## src/rtl/bf_pkg.sv

```systemverilog
// Shared definitions for the bilateral-filter normalisation stage.
//   TAPS/PW/WW/OW : window size and the widths of the product, weight and output beats
//   AW/SW         : widths of the product and weight accumulators
//   state_t       : handshake FSM states of bf_norm_div
package bf_pkg;

    localparam int TAPS = 121;  // beats per 11x11 window
    localparam int PW   = 22;   // product beat width
    localparam int WW   = 14;   // weight beat width
    localparam int OW   = 8;    // pixel width and number of divider iterations

    // Seven guard bits: 121 < 2^7, so a full window of maximum beats cannot overflow.
    localparam int AW = PW + 7;
    localparam int SW = WW + 7;
    localparam int CW = 7;

    localparam logic [CW-1:0] LAST_TAP = CW'(TAPS - 1);

    typedef enum logic [1:0] {
        ACC = 2'd0,
        DIV = 2'd1,
        OUT = 2'd2
    } state_t;

endpackage

```

## src/rtl/bf_seq_div.sv

```systemverilog
// Serial restoring divider: one quotient bit per clock, MSB first.
//   clk, rst_n : clock and synchronous active-low reset
//   start      : one-cycle request; n and d are sampled this cycle and bit OW-1 resolves at its edge
//   n          : dividend (AW+1 bits), d : divisor (SW bits)
//   busy       : iterations 2..OW are in progress
//   done       : high in the cycle whose edge resolves the last bit; q is valid in that same cycle
//   q          : quotient, forced to 0 for d==0 and to all-ones when n >= d<<OW
// Latency is OW cycles from start whatever the operands, including the forced cases.
module bf_seq_div
    import bf_pkg::*;
(
    input  logic          clk,
    input  logic          rst_n,
    input  logic          start,
    input  logic [AW:0]   n,
    input  logic [SW-1:0] d,
    output logic          busy,
    output logic          done,
    output logic [OW-1:0] q
);

    logic [AW:0]   rem;
    logic [SW-1:0] dvs;
    logic [OW-1:0] quo;
    logic [2:0]    step;
    logic          frc;
    logic [OW-1:0] frc_val;

    logic [AW:0]   r_cur;
    logic [SW-1:0] d_cur;
    logic [OW-1:0] q_cur;
    logic [2:0]    k;
    logic [AW:0]   trial;
    logic          take;
    logic [AW:0]   r_nxt;
    logic [OW-1:0] q_nxt;
    logic          sat;

    // The start cycle works straight from the operands so that the whole
    // division fits in OW cycles with no separate load cycle.
    // NOTE: every always_comb output gets a default first so no path leaves it unassigned (no latch).
    always_comb begin
        r_cur = rem;
        d_cur = dvs;
        q_cur = quo;
        k     = step;
        if (start) begin
            r_cur = n;
            d_cur = d;
            q_cur = '0;
            k     = 3'(OW - 1);
        end
        trial = {{(AW + 1 - SW){1'b0}}, d_cur} << k;
        take  = (r_cur >= trial);
        r_nxt = take ? (r_cur - trial) : r_cur;
        q_nxt = q_cur;
        if (take) begin
            q_nxt[k] = 1'b1;
        end
    end

    // A quotient of OW+1 or more bits cannot be represented, so clamp it.
    assign sat  = (n >= ({{(AW + 1 - SW){1'b0}}, d} << OW));
    assign done = busy && (step == 3'd0);
    assign q    = frc ? frc_val : q_nxt;

    // NOTE: state updates use non-blocking assignments so every register sees pre-edge values.
    always_ff @(posedge clk) begin
        if (!rst_n) begin
            busy    <= 1'b0;
            rem     <= '0;
            dvs     <= '0;
            quo     <= '0;
            step    <= '0;
            frc     <= 1'b0;
            frc_val <= '0;
        end else if (start) begin
            busy    <= 1'b1;
            rem     <= r_nxt;
            dvs     <= d;
            quo     <= q_nxt;
            step    <= 3'(OW - 2);
            frc     <= (d == '0) || sat;
            frc_val <= (d == '0) ? '0 : '1;
        end else if (busy) begin
            rem  <= r_nxt;
            quo  <= q_nxt;
            step <= step - 3'd1;
            if (step == 3'd0) begin
                busy <= 1'b0;
            end
        end
    end

endmodule

```

## src/rtl/bf_norm_div.sv

```systemverilog
// Normalisation stage of the bilateral filter.
// Accumulates TAPS (weight, product) beats, then divides sum(w*I) by sum(w)
// with round-half-up and saturation, and presents the pixel on a valid/ready output.
//   clk, rst_n          : clock and synchronous active-low reset
//   in_valid/in_ready   : input beat handshake; in_prod = w*I, in_wgt = w
//   out_valid/out_ready : output handshake; out_pixel held while stalled
//   busy                : high while dividing or holding a result
module bf_norm_div
    import bf_pkg::*;
(
    input  logic          clk,
    input  logic          rst_n,
    input  logic          in_valid,
    output logic          in_ready,
    input  logic [PW-1:0] in_prod,
    input  logic [WW-1:0] in_wgt,
    output logic          out_valid,
    input  logic          out_ready,
    output logic [OW-1:0] out_pixel,
    output logic          busy
);

    state_t        state;
    logic [AW-1:0] psum;
    logic [SW-1:0] wsum;
    logic [CW-1:0] cnt;

    logic [AW:0]   n_val;
    logic          div_start;
    logic          div_busy;
    logic          div_done;
    logic [OW-1:0] div_q;

    // Adding half the divisor turns the truncating divide into round-half-up.
    assign n_val     = {1'b0, psum} + {{(AW + 1 - SW){1'b0}}, wsum >> 1};
    assign div_start = (state == DIV) && !div_busy && !div_done;

    bf_seq_div u_div (
        .clk   (clk),
        .rst_n (rst_n),
        .start (div_start),
        .n     (n_val),
        .d     (wsum),
        .busy  (div_busy),
        .done  (div_done),
        .q     (div_q)
    );

    always_ff @(posedge clk) begin
        if (!rst_n) begin
            state     <= ACC;
            in_ready  <= 1'b1;
            out_valid <= 1'b0;
            out_pixel <= '0;
            busy      <= 1'b0;
            psum      <= '0;
            wsum      <= '0;
            cnt       <= '0;
        end else begin
            case (state)
                ACC: begin
                    if (in_valid && in_ready) begin
                        psum <= psum + {{(AW - PW){1'b0}}, in_prod};
                        wsum <= wsum + {{(SW - WW){1'b0}}, in_wgt};
                        if (cnt == LAST_TAP) begin
                            cnt      <= '0;
                            state    <= DIV;
                            in_ready <= 1'b0;
                            busy     <= 1'b1;
                        end else begin
                            cnt <= cnt + 1'b1;
                        end
                    end
                end
                DIV: begin
                    // The sums stay frozen here; the divider reads them on its start cycle.
                    if (div_done) begin
                        state     <= OUT;
                        out_valid <= 1'b1;
                        out_pixel <= div_q;
                    end
                end
                OUT: begin
                    if (out_ready) begin
                        state     <= ACC;
                        out_valid <= 1'b0;
                        in_ready  <= 1'b1;
                        busy      <= 1'b0;
                        psum      <= '0;
                        wsum      <= '0;
                    end
                end
                default: begin
                    state <= ACC;
                end
            endcase
        end
    end

endmodule

```

## config.mk

```make
export PLATFORM = sky130hd
export DESIGN_NAME = bf_norm_div
export DESIGN_NICKNAME = d
export VERILOG_FILES = /design/src/rtl/bf_pkg.sv /design/src/rtl/bf_seq_div.sv /design/src/rtl/bf_norm_div.sv
export SDC_FILE = /design/constraint.sdc
export NUM_CORES = 1
export LEC_CHECK = 0
export BUFFER_PORTS_ARGS = -buffer_cell sky130_fd_sc_hd__buf_2
export CAP_MARGIN = 40
export CELL_PAD_IN_SITES_DETAIL_PLACEMENT = 1
export CELL_PAD_IN_SITES_GLOBAL_PLACEMENT = 1
export CORE_UTILIZATION = 35
export CTS_CLUSTER_SIZE = 40
export DETAILED_ROUTE_END_ITERATION = 7
export PLACE_DENSITY = 0.75
export SLEW_MARGIN = 10
export SYNTH_ARGS = -nofsm -noshare
export SYNTH_HDL_FRONTEND = slang
export SYNTH_SLANG_ARGS = --single-unit
```

## constraint.sdc

```tcl
create_clock -name clk -period 5.81 [get_ports clk]
set_clock_uncertainty 0.2 [all_clocks]
set_input_delay 0.581 -clock clk [delete_from_list [all_inputs] [get_ports clk]]
set_output_delay 0.581 -clock clk [all_outputs]
set_load 0.1 [all_outputs]
```

* Yosys cells after proc, flatten, opt, wreduce, memory -nomap -nowiden
Cells that the tools add are included.
** Word-level totals
- Register bits :: 142
- Latch bits :: 0
- Bits in writable memories :: 0
- ROM bits :: 0
- Input port bits :: 40
- Output and inout bits :: 11
- Logic and storage cells :: 98
- Memories :: 0
** Cells by class
- Add/sub/neg operators :: 6
- $mul :: 0
- Div/mod/pow operators :: 0
- Magnitude comparators :: 4
- Equal/unequal tests :: 7
- Shifts and indexed selects :: 1
- Multiplexer cells :: 41
- Bitwise gates (word level) :: 2
- Reduce and logical (&&, ||, !) cells :: 21
** Operator list (count)
- $mux W30 :: 4
- $mux W21 :: 3
- $mux W29 :: 2
- $pmux W29 S2 :: 1
- $mux W8 :: 6
- $pmux W21 S2 :: 1
- $add A29 B20 Y30 :: 1
- $ge A30 B29 Y1 :: 1
- $ge A30 B30 Y1 :: 1
- $shl A21 B3 Y30 :: 1
- $sub A30 B30 Y30 :: 1
- $add A29 B22 Y29 :: 1
- $add A21 B14 Y21 :: 1
- $logic_not A21 Y1 :: 1
- $mux W1 :: 11
- $mux W3 :: 3
- $mux W2 :: 4
- $ne A2 B2 Y1 const B :: 4
- $or A8 B8 Y8 :: 1
- $reduce_and A4 Y1 :: 2
- $add A7 B1 Y7 const B :: 1
- $eq A7 B7 Y1 const B :: 1
- $mux W7 :: 1
- $pmux W1 S2 :: 3
- 17 further kinds :: 26

* Longest topological paths before layout
Gate-level depths: netlist of the first run.
- Depth after elaboration :: 13
- Gate-level depth with buffers :: 24
- Mapped depth without buffers :: 22

* Modules after synthesis
Synthesis of the first run repeated with hierarchy kept, for this count alone.
** Unflattened totals
- Cells, all modules :: 1587
- Area, all modules :: 12155.4 um^2
** By module, submodules not included
- bf_seq_div :: instances 1, cells each 844, area an instance 6359.8 um^2, seq. area each 1301.2 um^2
- bf_norm_div :: instances 1, cells each 743, area an instance 5795.6 um^2, seq. area each 1401.3 um^2

* Least setup slack after synthesis of the first run
No wires, ideal clock.
- Path type :: register to register
- From :: reg wsum[1]
- To :: reg out_pixel[1]
- Setup time :: 0.125 ns
- Arrival time :: 4.720 ns
- Data required time :: 5.485 ns
- Setup slack :: 0.765 ns
- Cell stages (with the launch flop) :: 24
- Buffers on the path :: 2
- Period minus slack after synthesis :: 5.045 ns
- Cells stage by stage :: dfxtp_1 > ha_1 > inv_1 > fa_1 > nand2b_1 > a21oi_1 > o21a_1 > o21ai_1 > and3_1 > xnor2_1 > mux2_2 > ha_1 > a21o_1 > a31o_2 > a221o_1 > nor3_1 > nand2b_1 > and3_1 > o41a_4 > and2_4 > buf_6 > clkbuf_1 > o21ai_0 > o2bb2ai_1
** Between the ends
- Word-level cells in the longest chain between the ends :: 5
- Elaborated cells between the ends (all ways) :: 7
- Those cells by class :: 1 x add/sub; 1 x order compare; 1 x shift; 4 x mux
** RTL lines
- start: declaration :: RTL line bf_norm_div.sv:25 : logic [SW-1:0] wsum;
- start signal: assignment :: RTL line bf_norm_div.sv:64 : wsum <= wsum + {{(SW - WW){1'b0}}, in_wgt};
- $add A29 B20 Y30 / $mux W21 (equally long branches)
- $mux W30 / $shl A21 B3 Y30 (equally long branches) :: RTL line bf_seq_div.sv:47, bf_seq_div.sv:53
- $ge A30 B30 Y1 * :: RTL line bf_seq_div.sv:54 : take = (r_cur >= trial);
- $mux W8 * :: RTL line bf_seq_div.sv:57 : if (take) begin
- $mux W8 * :: RTL line bf_seq_div.sv:65 : assign q = frc ? frc_val : q_nxt;
- end signal: assignment :: RTL line bf_norm_div.sv:80 : out_pixel <= div_q;
- end: declaration :: RTL line bf_norm_div.sv:19 : output logic [OW-1:0] out_pixel,
Mark *: on every way between the ends. The rest lies on a longest branch, timed or not.
A chain may end at the register's enable or synchronous reset.

* Final worst setup path of the first run
- From :: reg wsum[6]
- To :: reg u_div.rem[28]
** Between the ends
- Word-level cells in the longest chain between the ends :: 6
- Elaborated cells between the ends (all ways) :: 9
- Those cells by class :: 2 x add/sub; 1 x order compare; 1 x shift; 5 x mux
** RTL lines
- $add A29 B20 Y30 / $mux W21 (equally long branches)
- $mux W30 / $shl A21 B3 Y30 (equally long branches) :: RTL line bf_seq_div.sv:47, bf_seq_div.sv:53
- $sub A30 B30 Y30 / $ge A30 B30 Y1 (equally long branches) :: RTL line bf_seq_div.sv:55, bf_seq_div.sv:54
- $mux W30 * :: RTL line bf_seq_div.sv:55 : r_nxt = take ? (r_cur - trial) : r_cur;
- $mux W30 :: RTL line bf_seq_div.sv:85 : end else if (busy) begin
- $mux W30 * :: RTL line bf_seq_div.sv:77 : end else if (start) begin
- end signal: assignment :: RTL line bf_seq_div.sv:79 : rem <= r_nxt;
- end signal: assignment :: RTL line bf_seq_div.sv:86 : rem <= r_nxt;
- end: declaration :: RTL line bf_seq_div.sv:22 : logic [AW:0] rem;
Mark *: on every way between the ends. The rest lies on a longest branch, timed or not. The select of a mux whose other input is x is not followed.

==> flow_summary.ini, run 1 <==
[sta]
timing.slew.headroom = 0.4334
fin_ws_ns = 0.3481
worstMarginPinSlew_ns = 0.8422
rsz0062_at_grt = false
finalSetupViolations = 0
finalMaxSlewViolations = 0
fin_hold_ws_ns = 0.2505
finalCriticalPeriod_ns = 5.462
hold_violations = 0
fmax_ghz = 0.1831
final.setup.tns_ns = 0
post-route-period-util = 0.9401

[placed_design]
gp_congestion = 0.9224
post-place-ws_ns = 0.2167
dp_hpwl_um = 28060
port-buffer-count = 50

[synthesis]
synth_nets = 1608
synthTopCellsByArea = dfxtp_1, ha_1, nand2_1
ys_warn_count = 0
synth_top_area_share = 0.2415
postSynth.asyncResetShare = 0
yosysTopAreaCell = dfxtp_1
ys_seq_area_frac = 0.2415
synth_edf_count = 0
ys_types = 72
synth.avg_cell_area_sq_um = 7.690
syn_inst = 1455
synth-seq-cells = 135
synth_top_flop_cell = dfxtp_1
syn_area_sq_mm = 0.01119

[critical_path]
cp-end-kind = flop
critPathRequiredTime_ns = 5.94
critPathMaxFanout = 6
arrival_ns = 5.59
crit_type = flop to flop
start_kind = flop

[die]
die_height_um = 180.8
io_pins = 51
coreArea_sq_mm = 0.03147
rows = 65
die_area_sq_mm = 0.03269
initial_core_util = 0.3555
die_w_um = 180.8

[layout]
drive_gt1_frac = 0.1185
num-fill-cells = 3848
antenna_cells = 0
final_common_cell = nand2_1
regArea_sq_mm = 0.002703
area_delta_synth_final_pct = 12.97
mostFrequentLayoutCells = nand2_1, nor2_1, dfxtp_1
nNetsFinal = 1651
multi_input_area_sq_mm = 0.008099

[global_route]
grt_antenna_before_repair = 1
grt_start_max_net_pins = 47
grt_pass1_wl_um = 58970
grt_use_total = 0.2245
gr-total-overflow = 0
grt_pass1_vias = 11180

[cts]
htreeDepth = 4
numCtsBuffers = 17
ctsHoldBuffers = 0
clock_tree.root_cell = clkbuf_16
cts_tree = yes
cts_num_sinks = 135
clk_pin_slew_ns = 0.06
clk_latency_ns = 0.43
max-clock-path-buffers = 2

[run]
cap_violations = 0

[routing]
vias = 10940
drt_iter0_drc = 525
drt_first_pass_iters = 4
post_drt_wl_per_cell_um = 18.94
drc = 0
final_antenna_net_count = 0
wirelength_um = 36210
viasPerCell = 5.721

[power]
p_sw_mw = 0.8712
vdd_ir_drop_max_v = 0.0002163
seqPwrFrac = 0.363
swShare = 0.3155
p_total_mw = 2.762
combPwrFrac = 0.248
p_leak_nw = 5.304
p_int_mw = 1.890
clockPowerShare = 0.390
power.density_mw_per_mm2 = 218.5

[run_status]
status = completed

[min_path]
hold_class = flop to flop
-- critical path, cell delays in order, from the launching register on --
cell and delay [ns]:
dfxtp_1 0.45, ha_1 0.34, a21o_1 0.21, or3_1 0.33, o21a_1 0.23, o31ai_1 0.25
nand2b_1 0.13, a21o_1 0.22, or3_1 0.35, nand3_1 0.17, ha_1 0.34, nand3_1 0.18
nor3_1 0.10, a221o_1 0.31, nor3_2 0.22, a21boi_1 0.14, o21a_1 0.21, o41ai_2 0.29
o21ai_0 0.16, mux2_2 0.29, a211oi_1 0.25
-- power groups by stage --
| stage | registers (mW) | clock network [mW] | logic (mW) |
|---|---|---|---|
| floorplan | 1.01 | 0 | 0.470 |
| global placement | 1.02 | 0 | 0.648 |
| detailed placement | 1.02 | 0 | 0.673 |
| CTS | 1.00 | 1.09 | 0.681 |
| global route | 1.00 | 1.14 | 0.757 |
| finish | 1.00 | 1.08 | 0.684 |
-- kinds of logic (layout without fill, tap and decap cells) --
group,count (synthesis),in the layout,synth area share
adder cells (fa/ha/maj),113,113,0.1290
AND/OR/NAND/NOR,496,496,0.2026
flip-flops,135,135,0.2415
AO/OA/AOI/OAI,440,440,0.2537
multiplexers,67,67,0.06474
buffers and inverters,117,172,0.04025
XOR/XNOR,87,87,0.06810
-- sequential cells by signal, indices dropped and copies added (netlist names), 2 cells and up --
register    count
u_div.rem      30
psum           29
u_div.dvs      21
wsum           21
out_pixel       8
u_div.quo       8
cnt             7
u_div.step      3
state           2
-- final cells by class --
cell class / count / share of cell area
clock buffers: 22 / 0.03672
clock inverters: 9 / 0.008017
inverters: 50 / 0.01485
multi-input cells: 1203 / 0.6407
flip-flops and latches: 135 / 0.2138
well taps: 402 / 0.03979
repair buffers: 91 / 0.04612
-- synthesized netlist by cell type (30+ instances only) --
master	n
ha_1	109
nor2_1	161
dfxtp_1	135
inv_1	50
nand2_1	164
a21o_1	30
nand3_1	34
mux2i_1	36
xnor2_1	57
clkbuf_1	58
a21oi_1	119
xor2_1	30
o21ai_0	99
-- routing by layer --
| layer | wire length, um | GRT usage | part of all wire | vias up |
|---|---|---|---|---|
| met5 | 9 | 0 | 0.00025 | - |
| met4 | 630 | 0.06120 | 0.017 | 2 |
| met3 | 1061 | 0.03245 | 0.029 | 40 |
| met2 | 17500 | 0.3881 | 0.48 | 164 |
| met1 | 17010 | 0.2893 | 0.47 | 5358 |
| li1 | - | - | - | 5374 |
-- final timing paths --
check / start / cells past startpoint / slack [ns] / end
worst max-delay path: wsum[6] / 20 / 0.35 / u_div.rem[28]
worst min-delay path: out_valid / 2 / 0.25 / out_valid
worst max register to register: wsum[6] / 20 / 0.35 / u_div.rem[28]
worst min register to register: out_valid / 2 / 0.25 / out_valid
-- timing repair --
| action | 4_1_cts | 5_1_grt |
|---|---|---|
| gates resized for setup | 0 | 6 |
| buffers inserted | 0 | 3 |
| endpoints found under the setup margin | 0 | 21 |
-- per-stage QoR --
stage	area, sq um	cells	util
floorplan	11190	1455	-
global placement	12010	1877	0.3816
detailed placement	12030	1878	0.3822
CTS	12590	1909	0.4002
global route	12640	1912	0.4016
finish	12640	1912	0.4016
(Power assumes the default switching activity.)
==> inputs of run 2 (changes only) <==
--- a/config.mk
+++ b/config.mk
@@ -5,6 +5,7 @@
 export SDC_FILE = /design/constraint.sdc
 export NUM_CORES = 1
 export LEC_CHECK = 0
+export ABC_AREA = 1
 export BUFFER_PORTS_ARGS = -buffer_cell sky130_fd_sc_hd__buf_2
 export CAP_MARGIN = 40
 export CELL_PAD_IN_SITES_DETAIL_PLACEMENT = 1
@@ -12,7 +13,9 @@
 export CORE_UTILIZATION = 35
 export CTS_CLUSTER_SIZE = 40
 export DETAILED_ROUTE_END_ITERATION = 7
-export PLACE_DENSITY = 0.75
+export GPL_TIMING_DRIVEN = 1
+export PLACE_DENSITY = 0.79
+export SETUP_SLACK_MARGIN = 0.4
 export SLEW_MARGIN = 10
 export SYNTH_ARGS = -nofsm -noshare
 export SYNTH_HDL_FRONTEND = slang
==> flow_summary.ini, run 2 <==
[cts]
numCtsBuffers = 17
clock_tree.root_cell = clkbuf_16
max-clock-path-buffers = 2
htreeDepth = 4
ctsHoldBuffers = 0
clk_pin_slew_ns = 0.07
cts_tree = yes
cts_resized = 0
clk_latency_ns = 0.45
cts_num_sinks = 135
postCtsSetupBuffers = 0

[routing]
drt_first_pass_iters = 5
post_drt_wl_per_cell_um = 17.96
wirelength_um = 44120
vias = 13280
drt_iter0_drc = 801
final_antenna_net_count = 0
drc = 0
viasPerCell = 5.407

[layout]
mostFrequentLayoutCells = nand2_1, inv_1, a21oi_1
drive_gt1_frac = 0.07918
final_area_sq_mm = 0.01332
stdcell_count = 2456
area_delta_synth_final_pct = 11.60
post-route-util = 0.3971
antenna_cells = 0
reg.largest.list = u_div.rem x30, psum x29
nNetsFinal = 2148
top_register = u_div.rem
largest_reg_flops = 30
final_common_cell = nand2_1

[synthesis]
synth-simple-area-share = 0.3162
ys_seq_area_frac = 0.2265
synth-compound-area-share = 0.2126
synth_top_area_share = 0.2265
synth_top_family_by_area = simple AND/OR/NAND/NOR gates
synthMuxAreaShare = 0.004194
synth_edf_count = 0
synth-seq-cells = 135
synth_fa_ha_area_frac = 0.1210
syn_area_sq_mm = 0.01193
synthXorXnorAreaFrac = 0.02863
synth_nets = 2112
ys_types = 46
postSynth.asyncResetShare = 0
ys_warn_count = 0
synth.avg_cell_area_sq_um = 6.091
syn_inst = 1959
synth_top_cells_by_count = nand2_1, inv_1, a21oi_1
yosysTopAreaCell = dfxtp_1
synth_top_flop_cell = dfxtp_1
yosysMostFrequentCell = nand2_1
synthTopCellsByArea = dfxtp_1, nand2_1, ha_1

[placed_design]
gp_congestion = 0.8781
post-place-ws_ns = 0.6051
dp_hpwl_um = 34050
placed_area_sq_mm = 0.01264
port-buffer-count = 50
dp_cells = 2422

[sta]
fin_ws_ns = 0.7114
finalSetupViolations = 0
post-route-period-util = 0.8775
finalMaxSlewViolations = 0
worstMarginPinSlew_ns = 0.8303
fmax_ghz = 0.1961
fin_hold_ws_ns = 0.2540
final.setup.tns_ns = 0
timing.slew.headroom = 0.4464
hold_violations = 0
rsz0062_at_grt = false
finalCriticalPeriod_ns = 5.099

[global_route]
grt_start_max_net_pins = 67
gr-total-overflow = 0
grt_pass1_wl_um = 71350
grt_pass1_vias = 13800
grt_use_total = 0.2527
grt_antenna_before_repair = 0

[die]
die_w_um = 186.6
die_height_um = 186.6
rows = 67
coreArea_sq_mm = 0.03353
io_pins = 51
die_area_sq_mm = 0.03484
initial_core_util = 0.3559

[critical_path]
start_kind = flop
slowest_stage = ha_1
critPathMaxStageDelay_ns = 0.46
critPathMaxFanout = 27
crit_type = flop to flop
arrival_ns = 5.22
cp-end-kind = flop
cp_common_cell = nand2_1
critPathRequiredTime_ns = 5.93

[power]
p_int_mw = 1.877
clockPowerShare = 0.430
combPwrFrac = 0.220
p_sw_mw = 1.001
vdd_ir_drop_max_v = 0.0001565
power.density_mw_per_mm2 = 216.1
p_leak_nw = 6.663
p_total_mw = 2.878
seqPwrFrac = 0.351
swShare = 0.3478

[run_status]
status = completed

[run]
cap_violations = 0

[min_path]
hold_class = flop to flop
==> run 2: final cells by class <==
type | count | area, sq um
fill | 4595 | 20220
clock buffer | 17 | 425.4
clock inverter | 15 | 222.7
sequential | 135 | 2704
inverter | 226 | 854.6
multi-input combinational | 1547 | 8164
tap | 448 | 560.5
timing repair buffer | 67 | 377.9
timing repair inverter | 1 | 7.507
==> run 2: cells by family after synthesis <==
logic type | Yosys count
compound gates | 477
xor+xnor | 39
fa+ha+maj | 113
buf+inv | 278
flops | 135
mux | 5
simple gates | 912
==> run 2: worst paths after layout <==
path	from	endpoint	slack [ns]	depth (start not counted)
setup / recovery	wsum[13]	u_div.rem[27]	0.71	26
hold / removal	u_div.rem[21]	u_div.rem[21]	0.25	2
hold reg to reg	u_div.rem[21]	u_div.rem[21]	0.25	2
setup reg to reg	wsum[13]	u_div.rem[27]	0.71	26
==> run 2: metal layers <==
metal,part of all wire,wire length [um],vias up,global-route usage
li1,-,-,6527,-
met1,0.46,20180,6398,0.3173
met2,0.48,21140,270,0.4443
met3,0.034,1483,85,0.02520
met4,0.030,1321,0,0.09521
met5,0,0,-,0
==> run 2: critical path: cells and delay by family, from the launching register on <==
family	cells	cell delay, ns
buffers and inverters	2	0.25
and+or+nand+nor	17	2.27
adders and majority gates	2	0.83
DFF	1	0.44
AOI/OAI and AO/OA	5	0.96
==> run 2: power by group through the flow <==
stage,registers [mW],clock network (mW),logic [mW]
floorplan,1.00,0,0.433
global placement,1.03,0,0.593
detailed placement,1.03,0,0.618
CTS,1.01,1.25,0.627
global route,1.01,1.29,0.711
finish,1.01,1.24,0.633
